<file path="src/rtl/stage_db_pkg.sv">
// Shared sizing defaults and FSM encoding for the stage-database collector.
// No logic; imported by the collector top and its record buffer.
package stage_db_pkg;

    localparam int DEF_DATA_WIDTH               = 12;
    localparam int DEF_NUM_CLASSIFIERS_STAGE    = 10;
    localparam int DEF_NUM_PARAM_PER_CLASSIFIER = 19;
    localparam int DEF_NUM_STAGE_THRESHOLD      = 3;
    localparam int DEF_IDX_WIDTH                = 10;

    localparam int NUM_DATABASE_INDEX =
        DEF_NUM_CLASSIFIERS_STAGE * DEF_NUM_PARAM_PER_CLASSIFIER + DEF_NUM_STAGE_THRESHOLD;
    localparam int RECORD_WIDTH = DEF_NUM_PARAM_PER_CLASSIFIER * DEF_DATA_WIDTH;

    typedef enum logic [1:0] {
        S_CLASSIFIER = 2'd0,
        S_STAGE      = 2'd1,
        S_DONE       = 2'd2
    } state_e;

    // Counter width that stays legal when a count of one is configured.
    function automatic int clog2_min1(input int v);
        return (v <= 1) ? 1 : $clog2(v);
    endfunction

endpackage

</file>
<file path="src/rtl/stage_db_record_buffer.sv">
// Two-entry (assembly + output) classifier record buffer with overflow detect.
// Latency: completed record appears on rec_vld_o one cycle after its last word.
// Backpressure: rec_rdy_i stalls output; with both entries full, words are dropped and flagged.
module stage_db_record_buffer
    import stage_db_pkg::*;
#(
    parameter int DATA_WIDTH = DEF_DATA_WIDTH,
    parameter int NUM_PARAM  = DEF_NUM_PARAM_PER_CLASSIFIER,
    parameter int IDX_WIDTH  = DEF_IDX_WIDTH,
    parameter int PIDX_WIDTH = clog2_min1(NUM_PARAM)
) (
    input  logic                            clk_fpga,
    input  logic                            reset_fpga,
    input  logic                            clear_i,
    input  logic                            word_vld_i,
    input  logic [DATA_WIDTH-1:0]           word_dat_i,
    input  logic [PIDX_WIDTH-1:0]           word_idx_i,
    input  logic                            word_last_i,
    input  logic [IDX_WIDTH-1:0]            word_tree_i,
    output logic                            word_acc_o,
    output logic                            asm_full_o,
    output logic                            overflow_o,
    output logic                            rec_vld_o,
    input  logic                            rec_rdy_i,
    output logic [NUM_PARAM*DATA_WIDTH-1:0] rec_dat_o,
    output logic [IDX_WIDTH-1:0]            rec_tree_o
);

    localparam int RW = NUM_PARAM * DATA_WIDTH;

    logic [RW-1:0]        asm_q, asm_d, out_q, out_d;
    logic [IDX_WIDTH-1:0] asm_tree_q, asm_tree_d, out_tree_q, out_tree_d;
    logic                 asm_full_q, asm_full_d, out_vld_q, out_vld_d;
    logic                 ovf_q, ovf_d;
    logic                 xfer, out_free, blocked, complete;

    assign xfer       = out_vld_q & rec_rdy_i;
    assign out_free   = ~out_vld_q | xfer;
    assign blocked    = asm_full_q & ~out_free;
    assign word_acc_o = word_vld_i & ~blocked;
    assign complete   = word_acc_o & word_last_i;

    always_comb begin
        asm_d      = asm_q;
        asm_tree_d = asm_tree_q;
        asm_full_d = asm_full_q;
        out_d      = out_q;
        out_tree_d = out_tree_q;
        out_vld_d  = out_vld_q;
        ovf_d      = ovf_q | (word_vld_i & blocked);

        for (int k = 0; k < NUM_PARAM; k++) begin
            if (word_acc_o && (word_idx_i == PIDX_WIDTH'(k))) begin
                asm_d[k*DATA_WIDTH +: DATA_WIDTH] = word_dat_i;
            end
        end

        if (xfer) begin
            out_vld_d = 1'b0;
        end
        // A pending record moves out while a new word may land in slot 0.
        if (asm_full_q && out_free) begin
            out_d      = asm_q;
            out_tree_d = asm_tree_q;
            out_vld_d  = 1'b1;
            asm_full_d = 1'b0;
        end
        // The completing word bypasses straight to the output when it can.
        if (complete) begin
            if (out_free && !asm_full_q) begin
                out_d      = asm_d;
                out_tree_d = word_tree_i;
                out_vld_d  = 1'b1;
            end else begin
                asm_full_d = 1'b1;
                asm_tree_d = word_tree_i;
            end
        end

        if (clear_i) begin
            asm_d      = '0;
            asm_tree_d = '0;
            asm_full_d = 1'b0;
            out_d      = '0;
            out_tree_d = '0;
            out_vld_d  = 1'b0;
            ovf_d      = 1'b0;
        end
    end

    always_ff @(posedge clk_fpga or posedge reset_fpga) begin
        if (reset_fpga) begin
            asm_q      <= '0;
            asm_tree_q <= '0;
            asm_full_q <= 1'b0;
            out_q      <= '0;
            out_tree_q <= '0;
            out_vld_q  <= 1'b0;
            ovf_q      <= 1'b0;
        end else begin
            asm_q      <= asm_d;
            asm_tree_q <= asm_tree_d;
            asm_full_q <= asm_full_d;
            out_q      <= out_d;
            out_tree_q <= out_tree_d;
            out_vld_q  <= out_vld_d;
            ovf_q      <= ovf_d;
        end
    end

    assign asm_full_o = asm_full_q;
    assign overflow_o = ovf_q;
    assign rec_vld_o  = out_vld_q;
    assign rec_dat_o  = out_q;
    assign rec_tree_o = out_tree_q;

endmodule

</file>
<file path="src/rtl/stage_database_collector.sv">
// Assembles serial stage-database words into per-classifier records plus stage words (optional STAGE_DB_CHECKSUM_EN).
// Latency: record valid one cycle after its last word when the output entry is free.
// Backpressure: none upstream; i_rec_ready stalls records, excess words dropped and flagged.
module stage_database_collector
    import stage_db_pkg::*;
#(
    parameter int DATA_WIDTH               = DEF_DATA_WIDTH,
    parameter int NUM_CLASSIFIERS_STAGE    = DEF_NUM_CLASSIFIERS_STAGE,
    parameter int NUM_PARAM_PER_CLASSIFIER = DEF_NUM_PARAM_PER_CLASSIFIER,
    parameter int NUM_STAGE_THRESHOLD      = DEF_NUM_STAGE_THRESHOLD,
    parameter int IDX_WIDTH                = DEF_IDX_WIDTH
) (
    input  logic                                           clk_fpga,
    input  logic                                           reset_fpga,
    input  logic                                           i_start,
    input  logic                                           i_valid,
    input  logic [DATA_WIDTH-1:0]                          i_data,
    output logic                                           o_rec_valid,
    input  logic                                           i_rec_ready,
    output logic [NUM_PARAM_PER_CLASSIFIER*DATA_WIDTH-1:0] o_rec_data,
    output logic [IDX_WIDTH-1:0]                           o_rec_tree_index,
    output logic                                           o_stage_valid,
    output logic [DATA_WIDTH-1:0]                          o_stage_threshold,
    output logic [DATA_WIDTH-1:0]                          o_parent,
    output logic [DATA_WIDTH-1:0]                          o_next,
    output logic                                           o_done,
    output logic                                           o_overflow,
    output logic                                           o_error,
    output logic [DATA_WIDTH-1:0]                          o_checksum
);

    localparam int PIDX_WIDTH = clog2_min1(NUM_PARAM_PER_CLASSIFIER);
    localparam int SIDX_WIDTH = clog2_min1(NUM_STAGE_THRESHOLD);

    state_e                state_q, state_d;
    logic [PIDX_WIDTH-1:0] param_idx_q, param_idx_d;
    logic [IDX_WIDTH-1:0]  tree_idx_q, tree_idx_d;
    logic [SIDX_WIDTH-1:0] stage_idx_q, stage_idx_d;
    logic [DATA_WIDTH-1:0] thr_q, thr_d, parent_q, parent_d, next_q, next_d;
    logic                  stage_vld_q, stage_vld_d;
    logic                  error_q, error_d, done_q, done_d;

    logic in_cls, in_stage, in_done;
    logic word_vld, cls_vld, cls_acc, stage_acc;
    logic param_last, tree_last, stage_last;
    logic asm_full, rec_vld;

    // i_start wins over a coincident word.
    assign word_vld   = i_valid & ~i_start;
    assign cls_vld    = word_vld & in_cls;
    assign stage_acc  = word_vld & in_stage;
    assign param_last = (param_idx_q == PIDX_WIDTH'(NUM_PARAM_PER_CLASSIFIER - 1));
    assign tree_last  = (tree_idx_q == IDX_WIDTH'(NUM_CLASSIFIERS_STAGE - 1));
    assign stage_last = (stage_idx_q == SIDX_WIDTH'(NUM_STAGE_THRESHOLD - 1));

    always_ff @(posedge clk_fpga or posedge reset_fpga) begin
        if (reset_fpga) begin
            state_q <= S_CLASSIFIER;
        end else begin
            state_q <= state_d;
        end
    end

    always_comb begin
        state_d = state_q;
        case (state_q)
            S_CLASSIFIER: if (cls_acc && param_last && tree_last) state_d = S_STAGE;
            S_STAGE:      if (stage_acc && stage_last) state_d = S_DONE;
            S_DONE:       state_d = S_DONE;
            default:      state_d = S_CLASSIFIER;
        endcase
        if (i_start) begin
            state_d = S_CLASSIFIER;
        end
    end

    always_comb begin
        in_cls   = 1'b0;
        in_stage = 1'b0;
        in_done  = 1'b0;
        case (state_q)
            S_CLASSIFIER: in_cls   = 1'b1;
            S_STAGE:      in_stage = 1'b1;
            S_DONE:       in_done  = 1'b1;
            default:      in_cls   = 1'b0;
        endcase
    end

    always_comb begin
        param_idx_d = param_idx_q;
        tree_idx_d  = tree_idx_q;
        stage_idx_d = stage_idx_q;
        thr_d       = thr_q;
        parent_d    = parent_q;
        next_d      = next_q;
        stage_vld_d = stage_vld_q;
        error_d     = error_q | (word_vld & in_done);
        done_d      = in_done & stage_vld_q & ~rec_vld & ~asm_full;

        if (cls_acc) begin
            if (param_last) begin
                param_idx_d = '0;
                tree_idx_d  = tree_idx_q + IDX_WIDTH'(1);
            end else begin
                param_idx_d = param_idx_q + PIDX_WIDTH'(1);
            end
        end

        if (stage_acc) begin
            if (stage_idx_q == SIDX_WIDTH'(0)) thr_d    = i_data;
            if (stage_idx_q == SIDX_WIDTH'(1)) parent_d = i_data;
            if (stage_idx_q == SIDX_WIDTH'(2)) next_d   = i_data;
            if (stage_last) begin
                stage_vld_d = 1'b1;
            end else begin
                stage_idx_d = stage_idx_q + SIDX_WIDTH'(1);
            end
        end

        if (i_start) begin
            param_idx_d = '0;
            tree_idx_d  = '0;
            stage_idx_d = '0;
            thr_d       = '0;
            parent_d    = '0;
            next_d      = '0;
            stage_vld_d = 1'b0;
            error_d     = 1'b0;
            done_d      = 1'b0;
        end
    end

    always_ff @(posedge clk_fpga or posedge reset_fpga) begin
        if (reset_fpga) begin
            param_idx_q <= '0;
            tree_idx_q  <= '0;
            stage_idx_q <= '0;
            thr_q       <= '0;
            parent_q    <= '0;
            next_q      <= '0;
            stage_vld_q <= 1'b0;
            error_q     <= 1'b0;
            done_q      <= 1'b0;
        end else begin
            param_idx_q <= param_idx_d;
            tree_idx_q  <= tree_idx_d;
            stage_idx_q <= stage_idx_d;
            thr_q       <= thr_d;
            parent_q    <= parent_d;
            next_q      <= next_d;
            stage_vld_q <= stage_vld_d;
            error_q     <= error_d;
            done_q      <= done_d;
        end
    end

    stage_db_record_buffer #(
        .DATA_WIDTH (DATA_WIDTH),
        .NUM_PARAM  (NUM_PARAM_PER_CLASSIFIER),
        .IDX_WIDTH  (IDX_WIDTH),
        .PIDX_WIDTH (PIDX_WIDTH)
    ) u_buf (
        .clk_fpga    (clk_fpga),
        .reset_fpga  (reset_fpga),
        .clear_i     (i_start),
        .word_vld_i  (cls_vld),
        .word_dat_i  (i_data),
        .word_idx_i  (param_idx_q),
        .word_last_i (param_last),
        .word_tree_i (tree_idx_q),
        .word_acc_o  (cls_acc),
        .asm_full_o  (asm_full),
        .overflow_o  (o_overflow),
        .rec_vld_o   (rec_vld),
        .rec_rdy_i   (i_rec_ready),
        .rec_dat_o   (o_rec_data),
        .rec_tree_o  (o_rec_tree_index)
    );

`ifdef STAGE_DB_CHECKSUM_EN
    logic [DATA_WIDTH-1:0] sum_q;

    always_ff @(posedge clk_fpga or posedge reset_fpga) begin
        if (reset_fpga) begin
            sum_q <= '0;
        end else if (i_start) begin
            sum_q <= '0;
        end else if (cls_acc || stage_acc) begin
            sum_q <= sum_q + i_data;
        end
    end

    assign o_checksum = sum_q;
`else
    assign o_checksum = '0;
`endif

    assign o_rec_valid       = rec_vld;
    assign o_stage_valid     = stage_vld_q;
    assign o_stage_threshold = thr_q;
    assign o_parent          = parent_q;
    assign o_next            = next_q;
    assign o_done            = done_q;
    assign o_error           = error_q;

endmodule

</file>
<file path="config.mk">
export PLATFORM = sky130hd
export DESIGN_NAME = stage_database_collector
export DESIGN_NICKNAME = d
export VERILOG_FILES = /design/src/rtl/stage_db_pkg.sv /design/src/rtl/stage_db_record_buffer.sv /design/src/rtl/stage_database_collector.sv
export SDC_FILE = /design/constraint.sdc
export NUM_CORES = 1
export LEC_CHECK = 0
export ABC_AREA = 1
export CORE_ASPECT_RATIO = 1.2
export CORE_MARGIN = 4
export CORE_UTILIZATION = 42
export CTS_CLUSTER_DIAMETER = 150
export DETAILED_ROUTE_END_ITERATION = 8
export SYNTH_ARGS = -nofsm -noshare
export SYNTH_HDL_FRONTEND = slang
export SYNTH_SLANG_ARGS = --single-unit
</file>
<file path="constraint.sdc">
create_clock -name clk_fpga -period 24.2 [get_ports clk_fpga]
set_input_delay 4.84 -clock clk_fpga [delete_from_list [all_inputs] [get_ports clk_fpga]]
set_output_delay 4.84 -clock clk_fpga [all_outputs]
set_load 0.01 [all_outputs]
</file>
Yosys cells after proc, flatten, opt, wreduce, memory -nomap -nowiden:

Cells that the tools add are included.

* bits in writable memories: 0
* bits of input ports: 17
* memories kept: 0
* register bits after elaboration: 537
* logic and storage cells: 179
* output and inout bits: 291
* bits in read-only memories: 0
* latch bits: 0

* reductions and logical operators: 41
* eq/ne operators: 27
* bitwise gates (word level): 20
* div/mod/pow operators: 0
* order comparisons: 0
* add/sub/neg operators: 3
* muxes and demuxes: 71
* $mul: 0
* shift operators: 0

Operator list (number)
* 228-bit 2-to-1 mux: 5
* 12-bit 2-to-1 mux: 28
* 10-bit 2-to-1 mux: 10
* 5-bit by 4-bit equality test with 1-bit output, second input constant: 8
* 1-bit logical AND: 23
* 5-bit by 3-bit equality test with 1-bit output, second input constant: 4
* 1-bit 2-to-1 mux: 18
* 5-bit equality test, second input constant: 3
* 5-bit 2-to-1 mux: 3
* 2-bit AND reduction: 7
* 2-bit nonzero test: 7
* 1-bit AND: 12
* 2-bit 2-to-1 mux: 6
* 10-bit by 1-bit adder with 10-bit output, second input constant: 1
* 10-bit by 4-bit equality test with 1-bit output, second input constant: 1
* 5-bit by 2-bit equality test with 1-bit output, second input constant: 2
* 3-bit inequality test, second input constant: 2
* 2-bit case mux with 3 select lines: 1
* 5-bit by 1-bit adder with 5-bit output, second input constant: 1
* 5-bit by 1-bit equality test with 1-bit output, second input constant: 1
* 5-bit zero test: 1
* 1-bit inverter: 5
* 2-bit by 1-bit equality test with 1-bit output, second input constant: 2
* 2-bit equality test, second input constant: 2
* 5 further kinds: 9

Depth between registers and ports, before layout:

* depth after elaboration: 11
* depth in mapped cells: 12
* gate-level depth less buffers: 10

Hierarchy:

Synthesis repeated with hierarchy kept, for this count alone.

* cells, all modules: 3105
* area, all modules: 25619.6 um^2

By module, submodules not included
* stage_db_record_buffer: area each 22836.9 um^2, cells an instance 2800, instances 1
* stage_database_collector: area each 2782.7 um^2, cells an instance 305, instances 1

Worst setup path after synthesis:

Ideal clock, no wire load.

* kind: input-to-reg
* start: input i_start
* end: register u_buf.out_q[184], in the netlist u_buf.rec_dat_o[184]
* arrival time: 6007 ps
* stages on the path: 12
* buffers on the path: 4
* slack: 18077 ps
* data required time: 24083 ps
* cell sequence: buf_6 -> inv_4 -> nand2_2 -> nor2_8 -> nand4_2 -> nand2_2 -> buf_6 -> buf_6 -> inv_2 -> buf_2 -> nand2_1 -> nand2_1

* cells in the longest elaborated chain, start to end: 9
* elaborated cells between the ends (all ways): 10
* classes of those cells: mux (4); bitwise (5); reduce/logical (1)

Ends and longest elaborated chain
* from (decl): line stage_database_collector.sv:15 `input logic i_start,`
* 1-bit inverter: line stage_database_collector.sv:49 `assign word_vld = i_valid & ~i_start;`
* 1-bit AND: line stage_database_collector.sv:49
* 1-bit AND: line stage_database_collector.sv:50 `assign cls_vld = word_vld & in_cls;`
* 1-bit AND: line stage_db_record_buffer.sv:40 `assign word_acc_o = word_vld_i & ~blocked;`
* 1-bit logical AND: line stage_db_record_buffer.sv:53 `if (word_acc_o && (word_idx_i == PIDX_WIDTH'(k))) begin`
* 12-bit 2-to-1 mux: line stage_db_record_buffer.sv:53
* 228-bit 2-to-1 mux: line stage_db_record_buffer.sv:70 `if (out_free && !asm_full_q) begin`
* 228-bit 2-to-1 mux: line stage_db_record_buffer.sv:69 `if (complete) begin`
* 228-bit 2-to-1 mux (*): line stage_db_record_buffer.sv:80 `if (clear_i) begin`
* via u_buf.out_d[184]: line stage_db_record_buffer.sv:31 `logic [RW-1:0] asm_q, asm_d, out_q, out_d;`
* to (signal assigned): line stage_db_record_buffer.sv:104 `out_q <= out_d;`
* to (decl): line stage_db_record_buffer.sv:31

The timed path passes the listed nets; every way through them passes the cells marked *.
A chain may end at the register's enable or synchronous reset.

Worst setup path in the final report:

* start: input i_start
* end: register u_buf.out_q[108], in the netlist u_buf.rec_dat_o[108]

The elaborated chain is that of the path after synthesis.

==> flow_summary.yaml <==
grt:
  grt_busiest_layer: "met2"
  use_met3_pct: 4.38
  grt_pass1_vias: 21600
  gr-usage-met2_pct: 40.7
  antenna_found_initial: 1
  grt_max_degree: 219
  grtUsageTotal_pct: 25.6
  grt_overflow_total: 0
  grt_pass1_wl_mm: 131
  grtUsageMet1_pct: 35.5
yosys:
  syn_inst: 3127
  synth_warnings: 0
  synth_top_area_share_pct: 52.2
  synthTopCellsByArea: "dfrtp_1, nand2_1, nand3_1"
  ys_ff_latch: 537
  synth_largest_area_cell: "dfrtp_1"
  netlist_area_um2: 25700
  synth_edf_count: 0
  async_reset_ff_share_pct: 100
  synth_flop_cell: "dfrtp_1"
  avgSynthCellArea_um2: 8.23
  ys_seq_area_share_pct: 52.2
  yosysUniqueCellTypes: 40
clock_network:
  cts_resized: 0
  cts_hold_buf: 0
  cts_sinks: 537
  insertion_delay_ps: 610
  clk_pin_slew_worst_paths_ps: 60
  tritoncts.num_buffers: 56
  clockBufferDepth: 3
  cts_tree: "built"
  post_cts.repair.setup_buffers: 0
  cts-root-buf: "clkbuf_16"
  htree_levels: 2
pwr:
  p_clk_share_pct: 46.5
  powerDensity_nw_per_um2: 60.8
  switching_share_pct: 24.0
  p_int_w: 0.00142
  seqPwrFrac_pct: 48.5
  ir_drop_mv: 0.0509
  combPwrFrac_pct: 5.0
  p_leak_nw: 16.3
  p_switching_w: 0.000448
floorplanning:
  core_um2: 60700
  die_area_um2: 65300
  rows: 99
  die-height_um: 279
  initial_core_util_pct: 42.4
  pin_count: 308
  die_x_um: 234
timing:
  finalHoldViolCount: 0
  drv_slew: 0
  skew_ps: 10.0
  maxClockFrequency_mhz: 116
  fin_ws_ps: 15610
  rsz0062_at_grt: "false"
  finalCritPeriodShare_pct: 35.5
  tightest_slew_ps: 1220
  setup_viol: 0
  slew_headroom_pct: 18.9
  finalSetupTns_ps: 0
  fin_crit_ps: 8590
critical_path:
  cp_data_arrival_time_ps: 9040
  crit_start: "i_start"
  crit_path_end: "u_buf.rec_dat_o[108]$_DFF_PP0_"
  r2r_cells: 10
  cp-start-kind: "primary input"
  reg2reg_to: "u_buf.rec_dat_o[108]$_DFF_PP0_"
  path_class: "primary input to register"
  r2r_slack_ps: 20190
  endpoint_kind: "register"
  path_max_fanout: 94
  worstPathRequired_ps: 24650
  r2r-start: "param_idx_q[0]$_DFFE_PP0P_"
route:
  avgViaCountPerCell: 5.38
  first_pass_iters: 6
  num_vias: 22300
  first_iter_violations: 2143
  drc: 0
  wl_per_cell_um: 20.6
  drt-total-wl_mm: 85.1
  postRouteAntennaNets: 0
layout:
  fin_util_pct: 50.7
  fin_nets: 3315
  area_growth_syn_to_layout_pct: 19.6
  layout-drive-gt1-share_pct: 4.63
  n_antenna_cell: 0
outcome:
  outcome: "finished clean"
min_path:
  hold_class: "register to register"
job:
  drv_cap: 0
place:
  gp_congestion: 0.803
  hpwl_mm: 49.8
  pre_cts_slack_ps: 15060
  portBuffers: 295
-- state kept, by name (all words and copies together) (netlist names), 5 cells and up --
name               count
u_buf.rec_dat_o      228
u_buf.rec_tree_o      10
u_buf.asm_tree_q      10
u_buf.asm_q          228
o_parent              12
tree_idx_q            10
o_stage_threshold     12
o_next                12
param_idx_q            5
-- power by group through the flow --
stage               sequential, W  clock (W)  combinational, W
finish                   0.000907   0.000870         0.0000928
detailed placement       0.000923          0         0.0000938
global placement         0.000923          0         0.0000921
global route             0.000907   0.000923          0.000102
CTS                      0.000907   0.000887         0.0000939
floorplan                0.000924          0         0.0000584
-- synthesized netlist by cell type (22+ instances only) --
cell type	number
nand2_1	889
dfrtp_1	537
nand3_1	479
inv_1	221
o21ai_0	206
nor2_1	125
buf_2	108
and2_1	105
mux2i_1	99
clkbuf_1	97
a21oi_1	83
or2_1	30
nand4_1	24
o22ai_1	24
buf_4	22
-- layout make-up --
type	count	area, um^2
Clock inverter	15	163
Multi-Input combinational cell	2137	10400
Fill cell	5742	29900
Sequential cell	537	13400
Clock buffer	84	1670
Timing Repair Buffer	327	3240
Tap cell	808	1010
Inverter	226	863
-- worst min path at each step --
stage / from / endpoint / cells past startpoint
after floorplan: u_buf.asm_tree_q[2]$_DFFE_PP0P_ / u_buf.asm_tree_q[2]$_DFFE_PP0P_ / 2
after global placement: u_buf.asm_tree_q[2]$_DFFE_PP0P_ / u_buf.asm_tree_q[2]$_DFFE_PP0P_ / 2
after detailed placement: u_buf.asm_tree_q[8]$_DFFE_PP0P_ / u_buf.asm_tree_q[8]$_DFFE_PP0P_ / 2
after CTS: u_buf.asm_tree_q[8]$_DFFE_PP0P_ / u_buf.asm_tree_q[8]$_DFFE_PP0P_ / 2
after global routing: stage_idx_q[0]$_DFFE_PP0P_ / stage_idx_q[0]$_DFFE_PP0P_ / 1
final: u_buf.asm_tree_q[8]$_DFFE_PP0P_ / u_buf.asm_tree_q[8]$_DFFE_PP0P_ / 2
-- per-layer routing --
metal,wire (um),vias to the layer above,part of all wire (%)
li1,-,10400,-
met1,35600,10900,42
met2,40500,857,48
met3,5980,137,7.0
met4,3050,0,3.6
met5,0,-,0
-- cells in the final DEF (no fill, tap or decap), types with 12 or more instances in the layout --
cell type	count
nand2_1	887
clkdlybuf4s50_1	295
mux2i_1	99
or2_1	30
buf_4	28
conb_1	12
nand3_1	479
o21ai_0	206
o22ai_1	24
ha_1	13
nor2_1	124
clkbuf_1	13
a21oi_1	83
dfrtp_1	536
and2_1	105
inv_1	220
clkbuf_16	57
clkbuf_8	14
nand4_1	24
-- worst max-delay path, stage by stage --
cell and delay (ps):
clkdlybuf4s50_1 400, buf_4 220, inv_8 380, nand2_2 180
nor2_8 220, nand4_2 110, buf_4 250, nand2_8 450
buf_4 920, buf_4 640, o21ai_0 210
-- cell families (layout without fill, tap and decap cells) --
kind of cell | Yosys count | in the layout | synth area share (%)
and+or+nand+nor | 1682 | 1682 | 28.9
DFF | 537 | 537 | 52.2
buffers and inverters | 464 | 652 | 7.77
AOI/OAI and AO/OA | 329 | 329 | 6.57
muxes | 99 | 99 | 3.85
adders and majority gates | 13 | 13 | 0.632
xor gates and xnor gates | 2 | 2 | 0.0681
other | 1 | 12 | 0.0146
-- stage by stage --
step	hold WS [ps]	cell area (um^2)	total power [W]	cells
6_report	496	30800	0.00187	4134
5_1_grt	527	30800	0.00193	4134
3_3_place_gp	475	28900	0.00102	4035
4_1_cts	496	30800	0.00189	4134
2_1_floorplan	459	25800	0.000982	3138
3_5_place_dp	482	28900	0.00102	4035
Note: power is estimated with default switching activity, not from simulation.
